### src/rtl/sprite_blitter_pkg.sv
// Shared encodings for the sprite blitter: image selects, frame size, FSM states.
package sprite_blitter_pkg;

  localparam logic [1:0] SEL_CENTRE = 2'b01;
  localparam logic [1:0] SEL_RIGHT  = 2'b10;
  localparam logic [1:0] SEL_LEFT   = 2'b11;

  localparam int SCREEN_W = 320;
  localparam int SCREEN_H = 240;

  typedef enum logic [1:0] {
    IDLE  = 2'd0,
    ISSUE = 2'd1,
    DRAIN = 2'd2,
    DONE  = 2'd3
  } state_t;

endpackage

### src/rtl/sprite_blitter_pixel_delay_line.sv
// Fixed-depth shift register carrying pixel coordinates alongside ROM reads,
// so the coordinates emerge in the same cycle as the ROM data they belong to.
module pixel_delay_line #(
  parameter int XW    = 10,
  parameter int YW    = 9,
  parameter int DEPTH = 1
) (
  input  logic          clk,
  input  logic          reset,
  input  logic [XW-1:0] in_x,
  input  logic [YW-1:0] in_y,
  input  logic          in_valid,
  output logic [XW-1:0] out_x,
  output logic [YW-1:0] out_y,
  output logic          out_valid
);

  logic [DEPTH-1:0][XW-1:0] x_r;
  logic [DEPTH-1:0][YW-1:0] y_r;
  logic [DEPTH-1:0]         valid_r;

  // Shift every stage one step per cycle; clearing drops all in-flight entries.
  always_ff @(posedge clk or negedge reset) begin
    if (!reset) begin
      x_r     <= '0;
      y_r     <= '0;
      valid_r <= '0;
    end else begin
      x_r[0]     <= in_x;
      y_r[0]     <= in_y;
      valid_r[0] <= in_valid;
      for (int i = 1; i < DEPTH; i++) begin
        x_r[i]     <= x_r[i-1];
        y_r[i]     <= y_r[i-1];
        valid_r[i] <= valid_r[i-1];
      end
    end
  end

  assign out_x     = x_r[DEPTH-1];
  assign out_y     = y_r[DEPTH-1];
  assign out_valid = valid_r[DEPTH-1];

endmodule

### src/rtl/sprite_blitter.sv
// Streams one rectangular sprite from a selected image ROM into the VGA
// pixel-write port, clipping to the frame and optionally keying out a colour.
module sprite_blitter #(
  parameter int                  X_W                = 9,
  parameter int                  Y_W                = 8,
  parameter int                  ADDR_W             = 14,
  parameter int                  COLOUR_W           = 3,
  parameter int                  ROM_LATENCY        = 1,
  parameter int                  SCREEN_W           = sprite_blitter_pkg::SCREEN_W,
  parameter int                  SCREEN_H           = sprite_blitter_pkg::SCREEN_H,
  parameter bit                  TRANSPARENT_EN     = 1'b0,
  parameter logic [COLOUR_W-1:0] TRANSPARENT_COLOUR = '0
) (
  input  logic                clk,
  input  logic                reset,
  input  logic                start,
  input  logic [X_W-1:0]      x0,
  input  logic [Y_W-1:0]      y0,
  input  logic [7:0]          width,
  input  logic [7:0]          height,
  input  logic [1:0]          sel,
  output logic [ADDR_W-1:0]   rom_addr,
  input  logic [COLOUR_W-1:0] rom_colour_c,
  input  logic [COLOUR_W-1:0] rom_colour_r,
  input  logic [COLOUR_W-1:0] rom_colour_l,
  output logic [X_W-1:0]      vga_x,
  output logic [Y_W-1:0]      vga_y,
  output logic [COLOUR_W-1:0] vga_colour,
  output logic                vga_plot,
  output logic                busy,
  output logic                done
);

  import sprite_blitter_pkg::*;

  // One extra bit so coordinates past the top of the range clip instead of wrapping.
  localparam int XF_W = X_W + 1;
  localparam int YF_W = Y_W + 1;

  state_t              state_r;
  state_t              next_state_s;

  logic [X_W-1:0]      x0_r;
  logic [Y_W-1:0]      y0_r;
  logic [7:0]          width_r;
  logic [7:0]          height_r;
  logic [1:0]          sel_r;
  logic [7:0]          col_r;
  logic [7:0]          row_r;
  logic [ADDR_W-1:0]   addr_r;
  logic [1:0]          drain_cnt_r;
  logic                busy_r;
  logic                done_r;

  logic                start_accept_s;
  logic                empty_s;
  logic                last_col_s;
  logic                last_row_s;
  logic                last_pixel_s;
  logic                drain_end_s;

  logic [XF_W-1:0]     issue_x_s;
  logic [YF_W-1:0]     issue_y_s;
  logic                issue_valid_s;
  logic [XF_W-1:0]     dl_x_s;
  logic [YF_W-1:0]     dl_y_s;
  logic                dl_valid_s;
  logic [COLOUR_W-1:0] rom_colour_s;
  logic                plot_s;

  // busy_r also covers the done cycle, which blocks a start arriving with the pulse.
  assign start_accept_s = start && !busy_r;
  assign empty_s        = (width == 8'd0) || (height == 8'd0);
  assign last_col_s     = (col_r == width_r - 8'd1);
  assign last_row_s     = (row_r == height_r - 8'd1);
  assign last_pixel_s   = last_col_s && last_row_s;
  assign drain_end_s    = (drain_cnt_r == 2'(ROM_LATENCY - 1));

  assign issue_x_s      = XF_W'(x0_r) + XF_W'(col_r);
  assign issue_y_s      = YF_W'(y0_r) + YF_W'(row_r);
  assign issue_valid_s  = (state_r == ISSUE);

  // FSM state register.
  always_ff @(posedge clk or negedge reset) begin
    if (!reset) begin
      state_r <= IDLE;
    end else begin
      state_r <= next_state_s;
    end
  end

  // FSM next-state logic.
  always_comb begin
    next_state_s = state_r;
    case (state_r)
      IDLE: begin
        if (start_accept_s) begin
          if (empty_s) begin
            next_state_s = DONE;
          end else begin
            next_state_s = ISSUE;
          end
        end else begin
          next_state_s = IDLE;
        end
      end
      ISSUE: begin
        if (last_pixel_s) begin
          next_state_s = DRAIN;
        end else begin
          next_state_s = ISSUE;
        end
      end
      DRAIN: begin
        if (drain_end_s) begin
          next_state_s = DONE;
        end else begin
          next_state_s = DRAIN;
        end
      end
      DONE:    next_state_s = IDLE;
      default: next_state_s = IDLE;
    endcase
  end

  // Request latching, raster walk and drain counting.
  always_ff @(posedge clk or negedge reset) begin
    if (!reset) begin
      x0_r        <= '0;
      y0_r        <= '0;
      width_r     <= 8'd0;
      height_r    <= 8'd0;
      sel_r       <= 2'b00;
      col_r       <= 8'd0;
      row_r       <= 8'd0;
      addr_r      <= '0;
      drain_cnt_r <= 2'd0;
    end else begin
      case (state_r)
        IDLE: begin
          drain_cnt_r <= 2'd0;
          if (start_accept_s) begin
            x0_r     <= x0;
            y0_r     <= y0;
            width_r  <= width;
            height_r <= height;
            sel_r    <= sel;
            col_r    <= 8'd0;
            row_r    <= 8'd0;
            // An empty request never touches the ROM, so the address is left alone.
            if (!empty_s) begin
              addr_r <= '0;
            end
          end
        end
        ISSUE: begin
          // The final issue leaves rom_addr on the last address that was read.
          if (!last_pixel_s) begin
            addr_r <= addr_r + ADDR_W'(1);
            if (last_col_s) begin
              col_r <= 8'd0;
              row_r <= row_r + 8'd1;
            end else begin
              col_r <= col_r + 8'd1;
            end
          end
        end
        DRAIN: begin
          drain_cnt_r <= drain_cnt_r + 2'd1;
        end
        default: begin
          drain_cnt_r <= 2'd0;
        end
      endcase
    end
  end

  pixel_delay_line #(
    .XW    (XF_W),
    .YW    (YF_W),
    .DEPTH (ROM_LATENCY)
  ) u_delay (
    .clk       (clk),
    .reset     (reset),
    .in_x      (issue_x_s),
    .in_y      (issue_y_s),
    .in_valid  (issue_valid_s),
    .out_x     (dl_x_s),
    .out_y     (dl_y_s),
    .out_valid (dl_valid_s)
  );

  // Pick the image chosen at start and decide whether this pixel is written.
  always_comb begin
    rom_colour_s = rom_colour_c;
    case (sel_r)
      SEL_RIGHT:  rom_colour_s = rom_colour_r;
      SEL_LEFT:   rom_colour_s = rom_colour_l;
      SEL_CENTRE: rom_colour_s = rom_colour_c;
      default:    rom_colour_s = rom_colour_c;
    endcase
    plot_s = dl_valid_s
             && (dl_x_s < XF_W'(SCREEN_W))
             && (dl_y_s < YF_W'(SCREEN_H))
             && !(TRANSPARENT_EN && (rom_colour_s == TRANSPARENT_COLOUR));
  end

  // Registered pixel port; coordinates and colour hold while no entry is valid.
  always_ff @(posedge clk or negedge reset) begin
    if (!reset) begin
      vga_x      <= '0;
      vga_y      <= '0;
      vga_colour <= '0;
      vga_plot   <= 1'b0;
    end else begin
      vga_plot <= plot_s;
      if (dl_valid_s) begin
        vga_x      <= dl_x_s[X_W-1:0];
        vga_y      <= dl_y_s[Y_W-1:0];
        vga_colour <= rom_colour_s;
      end
    end
  end

  // Registered status: busy from the first issue cycle through the done pulse.
  always_ff @(posedge clk or negedge reset) begin
    if (!reset) begin
      busy_r <= 1'b0;
      done_r <= 1'b0;
    end else begin
      busy_r <= (next_state_s != IDLE) || (state_r == DONE);
      done_r <= (state_r == DONE);
    end
  end

  assign rom_addr = addr_r;
  assign busy     = busy_r;
  assign done     = done_r;

endmodule

### config.mk
export PLATFORM = sky130hd
export DESIGN_NAME = sprite_blitter
export DESIGN_NICKNAME = d
export VERILOG_FILES = /design/src/rtl/sprite_blitter_pkg.sv /design/src/rtl/sprite_blitter_pixel_delay_line.sv /design/src/rtl/sprite_blitter.sv
export SDC_FILE = /design/constraint.sdc
export NUM_CORES = 1
export LEC_CHECK = 0
export ABC_AREA = 1
export CORE_UTILIZATION = 40
export CTS_CLUSTER_SIZE = 20
export DETAILED_ROUTE_END_ITERATION = 8
export PLACE_DENSITY = 0.66
export SLEW_MARGIN = 20
export SYNTH_ARGS = -nofsm -noshare
export SYNTH_HDL_FRONTEND = slang
export SYNTH_HIERARCHICAL = 1
export SYNTH_SLANG_ARGS = --single-unit
export TNS_END_PERCENT = 5
### constraint.sdc
create_clock -name clk -period 2.1 [get_ports clk]
set_input_delay 0.525 -clock clk [delete_from_list [all_inputs] [get_ports clk]]
set_output_delay 0.525 -clock clk [all_outputs]
set_load 0.02 [all_outputs]
==> metrics.md <==
| Metric | Value |
|---|---|
| Result of the run | finished with violations |
| Violations in the final reports | design-rule violations |
| Post-DR vias/cell | 4.81 |
| Level count of the clock H-tree | 3 |
| Area of the mapped netlist | 6040 um^2 |
| Distinct cell type count after synthesis | 34 |
| Remaining max-slew budget at the tightest pin | 65.7% |
| Number of setup violations in the final report | 0 |
| Post-route ant nets | 0 |
| Tot GR Track Use | 18.1% |
| Required @ worst endpoint | 1.57 ns |
| Fraction of synthesized cell area taken by the top area cell type | 46.4% |
| Core footprint | 14600 um^2 |
| Timing-limited maximum frequency | 502 MHz |
| Critical path class | flip-flop to primary output |
| Biggest fanout along the worst timing path | 6 |
| Most repeated cell in the gate-level netlist after synthesis | sky130_fd_sc_hd__nand2_1 |
| Minimum clock period | 1.99 ns |
| Row count | 44 |
| CP top delay family | buffers and inverters |
| Longest individual stage delay on the worst path | 0.65 ns |
| Commonest cells in the synthesized netlist | sky130_fd_sc_hd__nand2_1, sky130_fd_sc_hd__dfrtp_1, sky130_fd_sc_hd__inv_1 |
| Area of the die | 15600 um^2 |
| RD Place Congestion | 0.851 |
| Synthesized Nets | 804 |
| Critical path's slowest cell | sky130_fd_sc_hd__clkdlybuf4s50_1 |
| Number of pins exceeding their max-slew limit in the final report | 0 |
| NumNets Final | 910 |
| Yosys top cell by area | sky130_fd_sc_hd__dfrtp_1 |
| Initial antenna violation count | 0 |
| CTS tree | done |
| Final Hold Vio Count | 0 |
| Class of the most critical hold timing path | input pin to asynchronous set/reset pin |
| Clock transition at the registers of the reported paths | 0.07 ns |
| Worst supply voltage drop on vdd | 0.689 mV |
| Number of DRC markers after the initial detailed-route iteration | 293 |
| Count of flip-flops with a built-in enable after synthesis | 0 |
| Mapped Avg Cell Area | 8.24 um^2 |
| Top cells by area, synth | sky130_fd_sc_hd__dfrtp_1, sky130_fd_sc_hd__nand2_1, sky130_fd_sc_hd__xor2_1 |
| Worst Max-Slew Pin Slew | 0.511 ns |
| DRT Wirelength | 13100 um |
| Clock latency on the worst-skew pair | 0.36 ns |
| Worst clock skew | 0.00753 ns |
| Post-place setup slack | -0.0989 ns |
| Post-layout utilization of the core | 52.3% |
| Global-route wire length before repair | 22700 um |
| Synthesis-to-finish area growth | 26.7% |
| Grt ovf | 0 |
| TritonRoute pass-1 iters | 6 |
| Max Cap Viol | 0 |
| Maximum number of pins on one net before global-route repair | 64 |
| Root Driver | sky130_fd_sc_hd__clkbuf_16 |
| Arrival time of the worst setup path | 1.47 ns |
| Post-detailed-route wirelength per cell | 12.7 um |
| Post-DP HPWL | 9580 um |
| Top flip-flop cell by instance count after synthesis | sky130_fd_sc_hd__dfrtp_1 |
| Synthesized instance count | 733 |
| Lkg Pwr | 3.74 nW |
| IO Pins | 84 |
| Cell Chain, Critical Path | clkdlybuf4s50_1 |
| Yosys warning count | 6 |
| CP Buf/Inv Count | 1 |
| Number of I/O port buffers | 83 |
| Die width | 125 um |
| Min Hold Slack | 0.114 ns |
| Setup repair after global routing missed its margin | false |
| CTS sink cnt | 112 |
| Vert. Die Dim | 125 um |
| Diode insertion count for antenna repair | 0 |
| Total design power | 10.5 mW |
| Kind of end point of the critical path | primary output |
| Vias post-DR | 4945 |
| Final routed DRC violation total | 24 |
| Number of synthesized register bits | 112 |
| Number of cells after detailed placement | 1012 |
| Share of layout cells above drive strength 1 | 11.2% |
| Portion of the post-synthesis area used by sequential elements | 46.4% |
| Slack of the critical path | 0.108 ns |
| Final std cells w/o fill | 1027 |
| Starting Density | 41.3% |
| Async set or reset register ratio after synthesis | 100% |
| Via count of the first global-routing pass | 4898 |
| Worst Setup Start Kind | flip-flop |
| Number of buffers between clock root and the deepest sink | 2 |
| Clock buffers created by TritonCTS | 9 |
| Cell area power density | 1370 nW/um^2 |
| Post-route clock period utilization | 94.8% |
| Setup slack, reg-to-reg | 0.17 ns |
==> path summary, 6_finish.rpt <==
check | startpoint | end | cells after the start
setup / recovery | rom_addr[8]$_DFFE_PN0P_ | rom_addr[8] | 1
hold reg to reg | u_delay/out_y[8]$_DFF_PN0_ | vga_plot$_DFF_PN0_ | 1
setup reg to reg | width_r[1]$_DFFE_PN0P_ | rom_addr[12]$_DFFE_PN0P_ | 11
max in group asynchronous | reset | y0_r[5]$_DFFE_PN0P_ | 2
hold / removal | reset | width_r[4]$_DFFE_PN0P_ | 1
min in group clk | u_delay/out_y[8]$_DFF_PN0_ | vga_plot$_DFF_PN0_ | 1
==> power breakdown <==
group / switching [mW] / internal (mW) / total [mW]
Clock: 0.753 / 1.04 / 1.79
Sequential: 0.712 / 3.07 / 3.78
Combinational: 2.69 / 2.20 / 4.89
Total: 4.15 / 6.31 / 10.5
==> through the flow <==
stage	TNS, ns	instance area [um^2]
3_5_place_dp	-1.18	7320
6_report	0	7650
2_1_floorplan	0	6040
3_3_place_gp	-0.866	7320
5_1_grt	0	7650
4_1_cts	0	7620
==> sequential cells by signal, summed over array words and instances, names as in the netlist, 3 cells and up <==
name	flops
rom_addr	14
x0_r	9
row_r	8
u_delay/out_y	9
vga_colour	3
y0_r	8
vga_y	8
col_r	8
width_r	8
height_r	8
u_delay/out_x	10
vga_x	9
==> cell usage in the layout, fill, tap and decap left out, types with 2 or more instances in the layout <==
cell type | netlist | final
sky130_fd_sc_hd__mux2_2 | 16 | 16
sky130_fd_sc_hd__nand3_4 | 2 | 2
sky130_fd_sc_hd__nor3_1 | 8 | 8
sky130_fd_sc_hd__buf_4 | 0 | 31
sky130_fd_sc_hd__xnor2_1 | 11 | 11
sky130_fd_sc_hd__nand3_1 | 51 | 51
sky130_fd_sc_hd__inv_2 | 7 | 7
sky130_fd_sc_hd__nand2_2 | 5 | 6
sky130_fd_sc_hd__o21ai_0 | 25 | 23
sky130_fd_sc_hd__dfrtp_1 | 112 | 112
sky130_fd_sc_hd__nor2_4 | 2 | 3
sky130_fd_sc_hd__fa_1 | 2 | 2
sky130_fd_sc_hd__ha_1 | 22 | 20
sky130_fd_sc_hd__ha_4 | 0 | 2
sky130_fd_sc_hd__inv_1 | 66 | 66
sky130_fd_sc_hd__clkinv_1 | 4 | 4
sky130_fd_sc_hd__bufinv_16 | 0 | 2
sky130_fd_sc_hd__clkbuf_16 | 0 | 9
sky130_fd_sc_hd__clkdlybuf4s50_1 | 0 | 82
sky130_fd_sc_hd__nand2_1 | 210 | 209
sky130_fd_sc_hd__buf_12 | 0 | 5
sky130_fd_sc_hd__a21oi_1 | 22 | 22
sky130_fd_sc_hd__clkbuf_1 | 11 | 3
sky130_fd_sc_hd__xor2_1 | 32 | 32
sky130_fd_sc_hd__o21ai_1 | 1 | 3
sky130_fd_sc_hd__nor4_1 | 2 | 2
sky130_fd_sc_hd__nor2_1 | 64 | 62
sky130_fd_sc_hd__nand4_1 | 31 | 31
sky130_fd_sc_hd__nor2_2 | 5 | 6
sky130_fd_sc_hd__a31oi_1 | 3 | 3
==> kinds of logic (layout without fill, tap and decap cells) <==
group / count (synthesis) / after routing / synth area share [%]
AOI/OAI and AO/OA: 55 / 55 / 4.83
xor gates and xnor gates: 43 / 43 / 6.23
adders and majority gates: 24 / 24 / 5.22
buffers and inverters: 100 / 210 / 6.63
DFF: 112 / 112 / 46.4
muxes: 16 / 16 / 2.98
and+or+nand+nor: 383 / 383 / 27.7
==> area by class of cell <==
cell class                      count  area, um^2
Clock inverter                      3        67.6
Clock buffer                       12         236
Inverter                           77         289
Tap cell                          184         230
Multi-Input combinational cell    521        2880
Sequential cell                   112        2800
Timing Repair Buffer              118        1150
Fill cell                        1379        6990
==> worst reg2reg max path: stages, from the launching register on <==
cell and delay (ns):
sky130_fd_sc_hd__dfrtp_1 0.36, sky130_fd_sc_hd__inv_1 0.09, sky130_fd_sc_hd__ha_4 0.27, sky130_fd_sc_hd__xor2_1 0.14, sky130_fd_sc_hd__nand2_1 0.08, sky130_fd_sc_hd__nor2_2 0.11, sky130_fd_sc_hd__nand3_1 0.13, sky130_fd_sc_hd__nor2_4 0.16
sky130_fd_sc_hd__nand3_4 0.15, sky130_fd_sc_hd__buf_4 0.19, sky130_fd_sc_hd__nand4_1 0.08, sky130_fd_sc_hd__nand2_1 0.06
==> timing repair <==
item	CTS	global route
gates resized for setup	0	9
hold buffers	0	0
endpoints found under the setup margin	0	33
buffers inserted	0	0
endpoints found under the hold margin	0	0
==> metal layers <==
metal	vias to the layer above	part of all wire (%)	track usage (%)
li1	2575	-	-
met1	2265	49	24.5
met2	90	46	29.1
met3	15	3.8	2.66
met4	0	1.9	7.89
met5	-	0	0
Power figures use the tool's default switching activity.
